[src/rtl/input_port_pkg.sv]
// Shared constants for the board input port: register map, debounce default, status bit layout.
package input_port_pkg;
    localparam logic [1:0] ADDR_SW   = 2'd0;
    localparam logic [1:0] ADDR_EVT  = 2'd1;
    localparam logic [1:0] ADDR_BTN  = 2'd2;
    localparam logic [1:0] ADDR_STAT = 2'd3;

    localparam int DEB_CYCLES_DEF = 50000;
    localparam int DATA_W         = 8;
    localparam int IRQ_BIT        = 7;

    typedef struct packed {
        logic              vld;
        logic [DATA_W-1:0] data;
    } rd_rsp_t;
endpackage

[src/rtl/input_port_ctrl_if.sv]
// CPU-side read port of the input peripheral: strobe/address in, registered data/valid and irq out.
interface input_port_ctrl_if;
    import input_port_pkg::*;

    logic              rd_en;
    logic [1:0]        addr;
    logic [DATA_W-1:0] rd_data;
    logic              rd_valid;
    logic              irq;

    modport master (output rd_en, addr, input rd_data, rd_valid, irq);
    modport slave  (input rd_en, addr, output rd_data, rd_valid, irq);
endinterface

[src/rtl/input_port_ctrl_debounce_bit.sv]
// One input bit: two-flop synchroniser followed by a stability counter; rise pulses on the
// same edge that the debounced value goes 0->1.
module debounce_bit
    import input_port_pkg::*;
#(
    parameter int DEB_CYCLES = DEB_CYCLES_DEF,
    parameter int CNT_W      = 16
) (
    input  logic clk,
    input  logic rst,
    input  logic din,
    output logic stable,
    output logic rise
);
    logic [1:0]       sync;
    logic [CNT_W-1:0] cnt;
    logic             done;

    // sync[1] is the synchronised sample; it must differ for DEB_CYCLES edges in a row
    assign done = (sync[1] != stable) && (cnt == CNT_W'(DEB_CYCLES - 1));
    assign rise = done && sync[1];

    always_ff @(posedge clk or posedge rst) begin
        if (rst) begin
            sync   <= '0;
            cnt    <= '0;
            stable <= 1'b0;
        end else begin
            sync <= {sync[0], din};
            if (sync[1] == stable) begin
                cnt <= '0;
            end else if (done) begin
                stable <= sync[1];
                cnt    <= '0;
            end else begin
                cnt <= cnt + CNT_W'(1);
            end
        end
    end
endmodule

[src/rtl/input_port_ctrl.sv]
// Board input peripheral: debounced switches/buttons, sticky press and overrun flags,
// one-cycle-latency read port and level interrupt.
module input_port_ctrl
    import input_port_pkg::*;
#(
    parameter int SW_W       = 8,
    parameter int BTN_W      = 4,
    parameter int DEB_CYCLES = DEB_CYCLES_DEF,
    parameter int CNT_W      = 16
) (
    input  logic              clk,
    input  logic              rst,
    input  logic [SW_W-1:0]   sw,
    input  logic [BTN_W-1:0]  btn,
    input_port_ctrl_if.slave  bus
);
    localparam int NB = SW_W + BTN_W;

    logic [NB-1:0]    raw, stab, rise;
    logic [SW_W-1:0]  sw_stable;
    logic [BTN_W-1:0] btn_stable, btn_rise;
    logic [BTN_W-1:0] evt, ovr, evt_nxt, ovr_nxt;
    logic             clr_evt, clr_ovr, irq_q;
    logic [DATA_W-1:0] rd_mux;
    rd_rsp_t          rsp;
    logic             unused_sw_rise;

    assign raw = {btn, sw};

    generate
        for (genvar i = 0; i < NB; i++) begin : g_deb
            debounce_bit #(.DEB_CYCLES(DEB_CYCLES), .CNT_W(CNT_W)) u_deb (
                .clk   (clk),
                .rst   (rst),
                .din   (raw[i]),
                .stable(stab[i]),
                .rise  (rise[i])
            );
        end
    endgenerate

    assign sw_stable      = stab[SW_W-1:0];
    assign btn_stable     = stab[NB-1:SW_W];
    assign btn_rise       = rise[NB-1:SW_W];
    assign unused_sw_rise = |rise[SW_W-1:0];

    assign clr_evt = bus.rd_en && (bus.addr == ADDR_EVT);
    assign clr_ovr = bus.rd_en && (bus.addr == ADDR_STAT);

    // a new press wins over a clear landing on the same edge
    assign evt_nxt = (evt & ~{BTN_W{clr_evt}}) | btn_rise;
    assign ovr_nxt = (ovr & ~{BTN_W{clr_ovr}}) | (btn_rise & evt);

    always_comb begin
        rd_mux = '0;
        case (bus.addr)
            ADDR_SW:  rd_mux[SW_W-1:0]  = sw_stable;
            ADDR_EVT: rd_mux[BTN_W-1:0] = evt;
            ADDR_BTN: rd_mux[BTN_W-1:0] = btn_stable;
            default: begin
                rd_mux[BTN_W-1:0] = ovr;
                rd_mux[IRQ_BIT]   = |evt;
            end
        endcase
    end

    always_ff @(posedge clk or posedge rst) begin
        if (rst) begin
            evt   <= '0;
            ovr   <= '0;
            irq_q <= 1'b0;
            rsp   <= '0;
        end else begin
            evt      <= evt_nxt;
            ovr      <= ovr_nxt;
            irq_q    <= |evt_nxt;
            rsp.vld  <= bus.rd_en;
            rsp.data <= bus.rd_en ? rd_mux : '0;
        end
    end

    assign bus.rd_data  = rsp.data;
    assign bus.rd_valid = rsp.vld;
    assign bus.irq      = irq_q;
endmodule

[src/flat_wrapper.sv]
// flat-port wrapper written by rule: the top's interface ports become plain ports
module input_port_ctrl_flat import input_port_pkg::*;
#(
    parameter int SW_W       = 8,
    parameter int BTN_W      = 4,
    parameter int DEB_CYCLES = DEB_CYCLES_DEF,
    parameter int CNT_W      = 16
)
  (clk, rst, sw, btn, bus_rd_en, bus_addr, bus_rd_data, bus_rd_valid, bus_irq);
  input_port_ctrl_if bus_i ();
  input  logic clk;
  input  logic rst;
  input  logic [SW_W-1:0] sw;
  input  logic [BTN_W-1:0] btn;
  input wire logic [$bits(bus_i.rd_en)-1:0] bus_rd_en;
  input wire logic [$bits(bus_i.addr)-1:0] bus_addr;
  output wire logic [$bits(bus_i.rd_data)-1:0] bus_rd_data;
  output wire logic [$bits(bus_i.rd_valid)-1:0] bus_rd_valid;
  output wire logic [$bits(bus_i.irq)-1:0] bus_irq;
  assign bus_i.rd_en = bus_rd_en;
  assign bus_i.addr = bus_addr;
  assign bus_rd_data = bus_i.rd_data;
  assign bus_rd_valid = bus_i.rd_valid;
  assign bus_irq = bus_i.irq;
  input_port_ctrl #(.SW_W(SW_W), .BTN_W(BTN_W), .DEB_CYCLES(DEB_CYCLES), .CNT_W(CNT_W)) u_core (.clk(clk), .rst(rst), .sw(sw), .btn(btn), .bus(bus_i));
endmodule
[config.mk]
export PLATFORM = sky130hd
export DESIGN_NAME = input_port_ctrl_flat
export DESIGN_NICKNAME = d
export VERILOG_FILES = /design/src/rtl/input_port_pkg.sv /design/src/rtl/input_port_ctrl_if.sv /design/src/rtl/input_port_ctrl_debounce_bit.sv /design/src/rtl/input_port_ctrl.sv /design/src/flat_wrapper.sv
export SDC_FILE = /design/constraint.sdc
export NUM_CORES = 1
export LEC_CHECK = 0
export BUFFER_PORTS_ARGS = -buffer_cell sky130_fd_sc_hd__buf_2
export CORE_MARGIN = 5
export CORE_UTILIZATION = 45
export DETAILED_ROUTE_END_ITERATION = 12
export GPL_ROUTABILITY_DRIVEN = 0
export SLEW_MARGIN = 20
export SYNTH_ARGS = -nofsm -noshare
export SYNTH_HDL_FRONTEND = slang
export SYNTH_SLANG_ARGS = --single-unit
[constraint.sdc]
create_clock -name clk -period 21.9 [get_ports clk]
set_clock_uncertainty 0.1 [all_clocks]
set_input_delay 6.57 -clock clk [delete_from_list [all_inputs] [get_ports clk]]
set_output_delay 6.57 -clock clk [all_outputs]
set_load 0.03 [all_outputs]
==> metrics.yaml, run 1 <==
worst_setup_path_category: "register to output port"
path_buf_inv: 1
syn2layout_area_growth_pct: 12.8
core_mm2: 0.0250
grtUsageMet3_pct: 2.31
dieWidth_um: 169
final_period_utilization_pct: 35.6
worst_ep_arrival_time_ps: 1120
power.clock.fraction_pct: 48.9
grt_max_degree: 89
cellPowerDensity_mw_per_mm2: 76.1
grt_pass1_wl_um: 37000
grt_overflow: 0
initial_antenna_violation_count: 0
cp_cell_sequence: "buf_2"
run_status: "complete, no violations"
post-place-cells: 1408
final_setup_violating_endpoints: 0
tritoncts: "yes"
rsz_0062_raised_after_global_routing: "false"
synthesis.nets: 1102
timing_max_transition_violations_final: 0
top_usage_layer: "met2"
p_sw_share_pct: 21.5
finalWirelength_um: 20500
n_antenna_cell: 0
total_power_mw: 0.974
groute.usage.overall_pct: 15.0
drive_above_1_share_pct: 9.46
synthCells: 1073
die_area_mm2: 0.0285
peakVddDrop_mv: 0.0579
number_of_flops_mapped_to_enable_cells_by_yosys: 0
final.fill_count: 2269
ys_warn_count: 0
level_count_of_the_clock_h_tree: 1
worst_hold_path_type: "register to register"
die-height_um: 169
critical_path.max_fanout: 1
drt-initial-drc-count: 381
final_cell_count_no_fill: 1461
yosys_register_bits: 246
cts.clk_slew.worst_paths_ps: 60
hold_buffers: 0
worst_slew_pin_slew_ps: 1080
gr-usage-met1_pct: 22.4
setup.worst_path.end_class: "output port"
comb_power_share_pct: 2.9
global_route.usage.met2_pct: 22.6
viasPerCell: 5.29
fmax_mhz: 128
std_cell_rows: 58
floorplan.initialDensity_pct: 45.4
first_global_vias: 7689
ys_seq_area_share_pct: 54.3
design.portCount: 27
p_leak_nw: 5.48
dp_hpwl_um: 13400
post_cts_resized: 0
ant_nets: 0
clkLatencyLatePin_ps: 530
postCtsSetupRepairBufs: 0
io_buffer_count: 26
final.min_clock_period_ps: 7790
setup_tns_ps: 0
cts-root-buf: "clkbuf_16"
wl_per_cell_um: 14.0
synth_cell_types: 44
required_ps: 15230
path_delay_family: "flip-flops"
timing.critical_path.from_type: "register"
cts.sinks: 246
number_of_endpoints_with_negative_hold_slack_in_the_final_report: 0
syn-cell-area_mm2: 0.0113
intPower_mw: 0.764
final_util_pct: 51.2
post_synthesis_area_per_instance_um2: 10.6
delay_of_the_slowest_cell_on_the_worst_path_ps: 380
cts.path.max_buffers: 3
detail_route.first_pass.iterations: 4
max-slew-margin-rel_pct: 27.6
cts_made_buffers: 28
postSynth.asyncResetShare_pct: 100
drc: 0
pwr-share-seq_pct: 48.2
layout.nets: 1138
maxCapViolCount: 0
vias: 7724
worst_path_max_delay_cell: "dfrtp_1"
p_sw_mw: 0.210
dominantRegCellSynth: "dfrtp_1"
area by class of cell:
cell class	instances	area, um2	area share, %
multi-input combinational	777	4980	39.0
inverter	27	109	0.851
timing repair buffer	29	176	1.38
clock inverter	15	186	1.46
clock buffer	37	766	5.99
sequential	246	6160	48.1
tap	330	413	3.23
worst paths after layout:
kind                                                from                            end  slack [ps]  depth (start not counted)
setup / recovery                   u_core.bus.rd_data[0]                 bus_rd_data[0]       14110                          1
hold / removal             u_core.g_deb[4].u_deb.sync[0]  u_core.g_deb[4].u_deb.sync[1]         250                          0
setup reg to reg            u_core.g_deb[1].u_deb.cnt[4]   u_core.g_deb[1].u_deb.cnt[8]       19640                          4
hold reg to reg            u_core.g_deb[4].u_deb.sync[0]  u_core.g_deb[4].u_deb.sync[1]         250                          0
max in group asynchronous                            rst   u_core.g_deb[1].u_deb.cnt[3]       14510                          3
min in group asynchronous                            rst   u_core.g_deb[2].u_deb.cnt[2]        5990                          2
layout by cell type (no fill, tap or decap), types with 13 or more instances in the layout:
cell / n
dfrtp_1: 246
nor4_1: 29
and4_1: 13
a21oi_1: 23
and2_1: 19
nand2_1: 59
inv_1: 26
nor3_1: 31
nand3_1: 58
xnor2_1: 81
xor2_1: 76
and3_1: 31
clkbuf_16: 29
or3_1: 13
buf_2: 26
nand4_1: 55
nor2_1: 167
sequential cells by signal, indices dropped and copies added, names as in the netlist:
| signal | cells |
|---|---|
| u_core.bus.irq | 1 |
| u_core.bus.rd_valid | 1 |
| u_core.bus.rd_data | 8 |
| u_core.g_deb.u_deb.cnt | 192 |
| u_core.g_deb.u_deb.sync | 24 |
| u_core.g_deb.u_deb.stable | 12 |
| u_core.ovr | 4 |
| u_core.evt | 4 |
layer usage:
metal | wire, um | up-vias
met4 | 645 | 0
li1 | - | 3843
met5 | 0 | -
met3 | 607 | 41
met1 | 10300 | 3757
met2 | 8950 | 83
cells by family after synthesis:
family / Yosys count / synth area share [%]
mux: 16 / 1.99
simple gates: 532 / 25.1
buf+inv: 50 / 1.72
xor+xnor: 157 / 12.1
flops: 246 / 54.3
compound gates: 60 / 3.40
fa+ha+maj: 12 / 1.32
cell usage after synthesis (all sizes together), types with 20 or more instances:
| library cell | number | share of area, % |
|---|---|---|
| and3 | 31 | 1.7 |
| nand4 | 57 | 3.3 |
| dfrtp | 246 | 54 |
| nand2 | 59 | 2.0 |
| a21oi | 23 | 1.0 |
| nor2 | 167 | 5.5 |
| xnor2 | 81 | 6.3 |
| nand3 | 64 | 3.2 |
| xor2 | 76 | 5.9 |
| inv | 27 | 0.89 |
| nor4 | 29 | 1.6 |
| nor3 | 31 | 1.4 |
| and2 | 20 | 1.1 |
metrics by stage:
| stage | hold WS (ps) | cell area [um2] | worst slack, ps |
|---|---|---|---|
| after CTS | 249 | 12800 | 14080 |
| after detailed placement | 235 | 11800 | 13530 |
| after floorplan | 231 | 11300 | 8470 |
| after global routing | 263 | 12800 | 14070 |
| final | 250 | 12800 | 14110 |
| after global placement | 233 | 11800 | 13550 |
power by group through the flow:
stage	registers (mW)	clock network, mW	logic [mW]
5_1_grt	0.470	0.510	0.0341
4_1_cts	0.469	0.491	0.0294
3_5_place_dp	0.477	0	0.0291
2_1_floorplan	0.476	0	0.0209
3_3_place_gp	0.477	0	0.0287
6_report	0.469	0.476	0.0286
(Power assumes the default switching activity.)
==> inputs of run 2 (changes only) <==
--- a/config.mk
+++ b/config.mk
@@ -5,6 +5,7 @@
 export SDC_FILE = /design/constraint.sdc
 export NUM_CORES = 1
 export LEC_CHECK = 0
+export ABC_AREA = 1
 export BUFFER_PORTS_ARGS = -buffer_cell sky130_fd_sc_hd__buf_2
 export CORE_MARGIN = 5
 export CORE_UTILIZATION = 45
==> constraint.sdc (replaced) <==
create_clock -name clk -period 6.3 [get_ports clk]
set_clock_uncertainty 0.1 [all_clocks]
set_input_delay 1.89 -clock clk [delete_from_list [all_inputs] [get_ports clk]]
set_output_delay 1.89 -clock clk [all_outputs]
set_load 0.03 [all_outputs]
==> run 2 against run 1 <==
Compared with the run above: combinational power grew to 4.3 times the previous value; critical path type unchanged; highest routed layer unchanged; wire length is 23% higher; clock power rose to 3.4 times the previous value; utilization up 0.36 points; critical path depth is the same; largest cell class unchanged.
==> metrics.yaml, run 2 <==
yosys_register_bits: 246  # unchanged
worst_setup_path_category: "register to output port"  # unchanged
p_sw_mw: 0.745  # was 0.210 mW
cts-root-buf: "clkbuf_16"  # unchanged
synthMostInstantiatedCell: "nor2_1"  # was dfrtp_1
cts.path.max_buffers: 3  # unchanged
number_of_flops_mapped_to_enable_cells_by_yosys: 0  # unchanged
path_delay_family: "flip-flops"  # unchanged
final.fill_count: 2618  # was 2,269
final_setup_violating_endpoints: 0  # unchanged
synth_cell_types: 31  # was 44
setup.reg_to_reg.worst_slack_ps: 4460  # was 19,640 ps
dp_hpwl_um: 18200  # was 13,400 um
post-place-cells: 1948  # was 1,408
intPower_mw: 2.63  # was 0.764 mW
run_status: "complete, no violations"  # unchanged
worst_ep_arrival_time_ps: 1130  # was 1120 ps
viasPerCell: 4.94  # was 5.29
design.portCount: 27  # unchanged
groute.usage.overall_pct: 16.5  # was 15.0%
level_count_of_the_clock_h_tree: 1  # unchanged
maxCapViolCount: 0  # unchanged
pwr-share-seq_pct: 48.3  # was 48.2%
tritoncts: "yes"  # unchanged
postCtsSetupRepairBufs: 0  # unchanged
ys_top_cells_by_area: "dfrtp_1 50%, nor2_1 9.9%, nand2_1 9.5%, nand3_1 7.1%, inv_1 6.5%"  # was dfrtp_1 54%, xnor2_1 6.3%, xor2_1 5.9%, nor2_1 5.5%, nand4_1 3.0%
timing_max_transition_violations_final: 0  # unchanged
dieWidth_um: 176  # was 169 um
critical_path.max_fanout: 1  # unchanged
synth_largest_area_cell: "dfrtp_1"  # unchanged
worst_hold_path_type: "register to register"  # unchanged
first_global_vias: 9576  # was 7,689
vias: 9864  # was 7,724
final_util_pct: 51.6  # was 51.2%
regMostFlops: "u_core.g_deb.u_deb.cnt"  # unchanged
path_buf_inv: 1  # unchanged
synthCells: 1578  # was 1,073
ys_warn_count: 0  # unchanged
initial_antenna_violation_count: 0  # unchanged
grt_pass1_wl_um: 44300  # was 37,000 um
timing.critical_path.from_type: "register"  # unchanged
peakVddDrop_mv: 0.188  # was 0.0579 mV
ys_seq_area_share_pct: 49.6  # was 54.3%
ant_nets: 0  # unchanged
layout.cells.most_common: "nor2_1"  # was dfrtp_1
power.clock.fraction_pct: 48.1  # was 48.9%
number_of_endpoints_with_negative_hold_slack_in_the_final_report: 0  # unchanged
wl_per_cell_um: 12.6  # was 14.0 um
cp_cell_sequence: "buf_2"  # unchanged
floorplan.initialDensity_pct: 45.9  # was 45.4%
layout.cell_area.non_filler_mm2: 0.0139  # was 0.0128 mm2
die_area_mm2: 0.0310  # was 0.0285 mm2
post_dp_cell_area_mm2: 0.0130  # was 0.0118 mm2
cts.sinks: 246  # unchanged
required_ps: 4310  # was 15,230 ps
comb_power_share_pct: 3.6  # was 2.9%
setup.worst_path.end_class: "output port"  # unchanged
post_cts_resized: 0  # unchanged
delay_of_the_slowest_cell_on_the_worst_path_ps: 390  # was 380 ps
syn-cell-area_mm2: 0.0124  # was 0.0113 mm2
n_antenna_cell: 0  # unchanged
reg_top3: "u_core.g_deb.u_deb.cnt (192), u_core.g_deb.u_deb.sync (24), u_core.g_deb.u_deb.stable (12)"  # unchanged
setup_tns_ps: 0  # unchanged
postSynth.asyncResetShare_pct: 100  # unchanged
p_leak_nw: 6.72  # was 5.48 nW
finalWirelength_um: 25300  # was 20,500 um
io_buffer_count: 26  # unchanged
max-slew-margin-rel_pct: 46.1  # was 27.6%
post_synthesis_area_per_instance_um2: 7.87  # was 10.6 um2
syn2layout_area_growth_pct: 12.3  # was 12.8%
worst_slew_pin_slew_ps: 807  # was 1080 ps
final_cell_count_no_fill: 1997  # was 1,461
setup_ws_ps: 3180  # was 14,110 ps
grt_overflow: 0  # unchanged
die-height_um: 176  # was 169 um
synth_top_cell_area_share_pct: 49.6  # was 54.3%
cts_made_buffers: 28  # unchanged
final.min_clock_period_ps: 3120
layout.nets: 1666  # was 1,138
drive_above_1_share_pct: 6.82  # was 9.46%
detail_route.first_pass.iterations: 5  # was 4
grt_max_degree: 75  # was 89
cts.clk_slew.worst_paths_ps: 60  # about the same
clkLatencyLatePin_ps: 540  # was 530 ps
drc: 0  # unchanged
place_worst_setup_slack_ps: 2840  # was 13,530 ps
std_cell_rows: 60  # was 58
largest_register_ffs: 192  # unchanged
p_sw_share_pct: 22.1  # was 21.5%
hold_buffers: 0  # unchanged
drt-initial-drc-count: 623  # was 381
most-common-layout-cells: "329 x nor2_1, 314 x nand2_1, 246 x dfrtp_1"  # was 246 x dfrtp_1, 167 x nor2_1, 81 x xnor2_1
core_mm2: 0.0270  # was 0.0250 mm2
worst_path_max_delay_cell: "dfrtp_1"  # unchanged
cellPowerDensity_mw_per_mm2: 242  # was 76.1 mW/mm2
fmax_mhz: 320
dominantRegCellSynth: "dfrtp_1"  # unchanged
final_period_utilization_pct: 49.6
synthesis.nets: 1607  # was 1,102
top_cell_types_by_occurrence_after_synthesis: "329 x nor2_1, 314 x nand2_1, 246 x dfrtp_1"  # was 246 x dfrtp_1, 167 x nor2_1, 81 x xnor2_1
rsz_0062_raised_after_global_routing: "false"  # unchanged
==> run 2: metrics by stage <==
stage          hold slack, ps  total power, mW
5_1_grt                   263             3.53
2_1_floorplan             231             1.74
3_3_place_gp              231             1.78
6_report                  249             3.38
3_5_place_dp              238             1.79
4_1_cts                   252             3.43
==> run 2: cell families (layout without fill, tap and decap cells) <==
kind of cell             count (synthesis)  count (layout)  synth area share [%]
AO/OA/AOI/OAI                           67              67                  3.37
XOR/XNOR                                84              84                  6.68
adder cells (fa/ha/maj)                 12              12                  1.21
buffers and inverters                  223             301                  6.74
flip-flops                             246             246                  49.6
AND/OR/NAND/NOR                        946             946                  32.4
==> run 2: final cells by class <==
cell class / instances / area, um2 / share of cell area [%]
well taps: 341 / 427 / 3.06
clock buffers: 38 / 820 / 5.88
clock inverters: 11 / 110 / 0.790
multi-input cells: 1109 / 5420 / 38.9
inverters: 222 / 837 / 6.00
repair buffers: 30 / 173 / 1.24
flip-flops and latches: 246 / 6160 / 44.1
==> run 2: power groups by stage <==
| stage | logic [mW] | registers [mW] | clock network (mW) |
|---|---|---|---|
| 6_report | 0.123 | 1.63 | 1.62 |
| 5_1_grt | 0.144 | 1.63 | 1.75 |
| 4_1_cts | 0.128 | 1.63 | 1.68 |
| 3_5_place_dp | 0.127 | 1.66 | 0 |
| 3_3_place_gp | 0.125 | 1.66 | 0 |
| 2_1_floorplan | 0.0861 | 1.66 | 0 |
==> run 2: path summary, 6_finish.rpt <==
check                                              start                             end  cells past startpoint
max                                u_core.bus.rd_data[0]                  bus_rd_data[0]                      1
min                        u_core.g_deb[8].u_deb.sync[0]   u_core.g_deb[8].u_deb.sync[1]                      0
max reg2reg                u_core.g_deb[11].u_deb.cnt[0]  u_core.g_deb[11].u_deb.cnt[10]                      7
min reg2reg                u_core.g_deb[8].u_deb.sync[0]   u_core.g_deb[8].u_deb.sync[1]                      0
max in group asynchronous                            rst   u_core.g_deb[10].u_deb.cnt[7]                      3
min in group asynchronous                            rst    u_core.g_deb[6].u_deb.stable                      2
==> run 2: per-layer routing <==
layer,wire length (um),track usage [%]
met3,966,2.46
met5,0,0
met2,11400,27.0
met1,12500,23.4
met4,468,3.96
==> inputs of run 3 (changes only) <==
--- a/config.mk
+++ b/config.mk
@@ -5,7 +5,7 @@
 export SDC_FILE = /design/constraint.sdc
 export NUM_CORES = 1
 export LEC_CHECK = 0
-export ABC_AREA = 1
+export ABC_AREA = 0
 export BUFFER_PORTS_ARGS = -buffer_cell sky130_fd_sc_hd__buf_2
 export CORE_MARGIN = 5
 export CORE_UTILIZATION = 45
==> constraint.sdc (replaced) <==
create_clock -name clk -period 2.7 [get_ports clk]
set_clock_uncertainty 0.1 [all_clocks]
set_input_delay 0.81 -clock clk [delete_from_list [all_inputs] [get_ports clk]]
set_output_delay 0.81 -clock clk [all_outputs]
set_load 0.03 [all_outputs]
==> run 3 against run 2 <==
Compared with the run above: via count decreased by 22%; combinational power increased by 93%; utilization decreased by 0.26 points; global-route usage decreased by 1.7 points; non-clock buffer count increased by 7; largest cell class unchanged.
==> metrics.yaml, run 3 (synthesis results as in run 1) <==
most-common-layout-cells: "246 x dfrtp_1, 167 x nor2_1, 81 x xnor2_1"  # was 329 x nor2_1, 314 x nand2_1, 246 x dfrtp_1
final_period_utilization_pct: 76.2
final.fill_count: 2324  # was 2,618
setup_ws_ps: 643  # was 3180 ps
setup_tns_ps: 0  # unchanged
std_cell_rows: 58  # was 60
worst_path_max_delay_cell: "dfrtp_1"  # unchanged
delay_of_the_slowest_cell_on_the_worst_path_ps: 390  # about the same
cts_made_buffers: 28  # unchanged
hold_buffers: 0  # unchanged
postCtsSetupRepairBufs: 0  # unchanged
io_buffer_count: 26  # unchanged
initial_antenna_violation_count: 0  # unchanged
rsz_0062_raised_after_global_routing: "false"  # unchanged
run_status: "complete, no violations"  # unchanged
core_mm2: 0.0250  # was 0.0270 mm2
drive_above_1_share_pct: 10.1  # was 6.82%
cts.clk_slew.worst_paths_ps: 50  # was 60 ps
post_cts_resized: 0  # unchanged
cts.sinks: 246  # unchanged
max-slew-margin-rel_pct: 59.6  # was 46.1%
finalWirelength_um: 20200  # was 25,300 um
design.portCount: 27  # unchanged
dp_hpwl_um: 13600  # was 18,200 um
critical_path.max_fanout: 1  # unchanged
worst_slew_pin_slew_ps: 601  # was 807 ps
setup.reg_to_reg.worst_slack_ps: 740  # was 4460 ps
place_worst_setup_slack_ps: 538  # was 2840 ps
wl_per_cell_um: 13.8  # was 12.6 um
drt-initial-drc-count: 267  # was 623
ant_nets: 0  # unchanged
largest_register_ffs: 192  # unchanged
vias: 7656  # was 9,864
grt_max_degree: 92  # was 75
syn2layout_area_growth_pct: 13.1  # was 12.3%
reg_top3: "u_core.g_deb.u_deb.cnt (192), u_core.g_deb.u_deb.sync (24), u_core.g_deb.u_deb.stable (12)"  # unchanged
level_count_of_the_clock_h_tree: 1  # unchanged
peakVddDrop_mv: 0.447  # was 0.188 mV
grt_pass1_wl_um: 36400  # was 44,300 um
worst_hold_path_type: "primary input to async pin"  # was register to register
layout.nets: 1146  # was 1,666
path_buf_inv: 1  # unchanged
regMostFlops: "u_core.g_deb.u_deb.cnt"  # unchanged
first_global_vias: 7542  # was 9,576
tritoncts: "yes"  # unchanged
grt_overflow: 0  # unchanged
worst_ep_arrival_time_ps: 1150  # was 1130 ps
die_area_mm2: 0.0285  # was 0.0310 mm2
clkLatencyLatePin_ps: 540  # about the same
dieWidth_um: 169  # was 176 um
fmax_mhz: 486
number_of_endpoints_with_negative_hold_slack_in_the_final_report: 0  # unchanged
layout.cells.most_common: "dfrtp_1"  # was nor2_1
cts.path.max_buffers: 3  # unchanged
final_setup_violating_endpoints: 0  # unchanged
timing.critical_path.from_type: "register"  # unchanged
drc: 0  # unchanged
cellPowerDensity_mw_per_mm2: 603  # was 242 mW/mm2
detail_route.first_pass.iterations: 4  # was 5
final.min_clock_period_ps: 2060
total_power_mw: 7.73  # was 3.38 mW
groute.usage.overall_pct: 14.8  # was 16.5%
required_ps: 1790  # was 4310 ps
worst_setup_path_category: "register to output port"  # unchanged
maxCapViolCount: 0  # unchanged
timing_max_transition_violations_final: 0  # unchanged
n_antenna_cell: 0  # unchanged
viasPerCell: 5.22  # was 4.94
die-height_um: 169  # was 176 um
worst_hold_slack_ps: 126  # was 249 ps
floorplan.initialDensity_pct: 45.4  # was 45.9%
setup.worst_path.end_class: "output port"  # unchanged
cts-root-buf: "clkbuf_16"  # unchanged
path_delay_family: "flip-flops"  # unchanged
p_leak_nw: 5.50  # was 6.72 nW
cp_cell_sequence: "buf_2"  # unchanged
-- run 3: power by group --
part / leakage, nW / total, mW / switching, mW / internal (mW)
logic: 1.70 / 0.238 / 0.163 / 0.0753
registers: 3.35 / 3.81 / 0.0554 / 3.75
clock network: 0.455 / 3.68 / 1.46 / 2.22
-- run 3: area by class of cell --
type                       instances  area (um2)  area share (%)
clock buffer                      41         830            6.47
sequential                       246        6160            48.0
multi-input combinational        777        4980            38.9
clock inverter                     9        90.1           0.703
tap                              330         413            3.22
inverter                          27         105           0.820
timing repair buffer              37         238            1.85
-- run 3: stage by stage --
step / instance area, um2 / utilization (%) / cells
CTS: 12800 / 51.3 / 1467
finish: 12800 / 51.3 / 1467
global route: 12800 / 51.3 / 1467
global placement: 11900 / 47.7 / 1417
floorplan: 11300 / - / 1073
detailed placement: 11900 / 47.7 / 1417
-- run 3: path summary, 6_finish.rpt --
check | to | cells after the start | start
worst max-delay path | bus_rd_data[0] | 1 | u_core.bus.rd_data[0]
worst min-delay path | u_core.bus.rd_data[2] | 2 | rst
worst max register to register | u_core.g_deb[0].u_deb.cnt[12] | 5 | u_core.g_deb[0].u_deb.cnt[13]
worst min register to register | u_core.g_deb[5].u_deb.sync[1] | 0 | u_core.g_deb[5].u_deb.sync[0]
max in group asynchronous | u_core.g_deb[4].u_deb.cnt[10] | 3 | rst
min in group clk | u_core.g_deb[5].u_deb.sync[1] | 0 | u_core.g_deb[5].u_deb.sync[0]
-- run 3: layer usage --
metal  global-route usage, %  part of all wire [%]  up-vias  wire length [um]
met1                    21.4                    50     3695             10000
met5                       0                     0        -                 0
met4                    4.13                   2.6        0               518
met2                    23.3                    45       81              9110
li1                        -                     -     3841                 -
met3                    2.38                   2.7       39               542
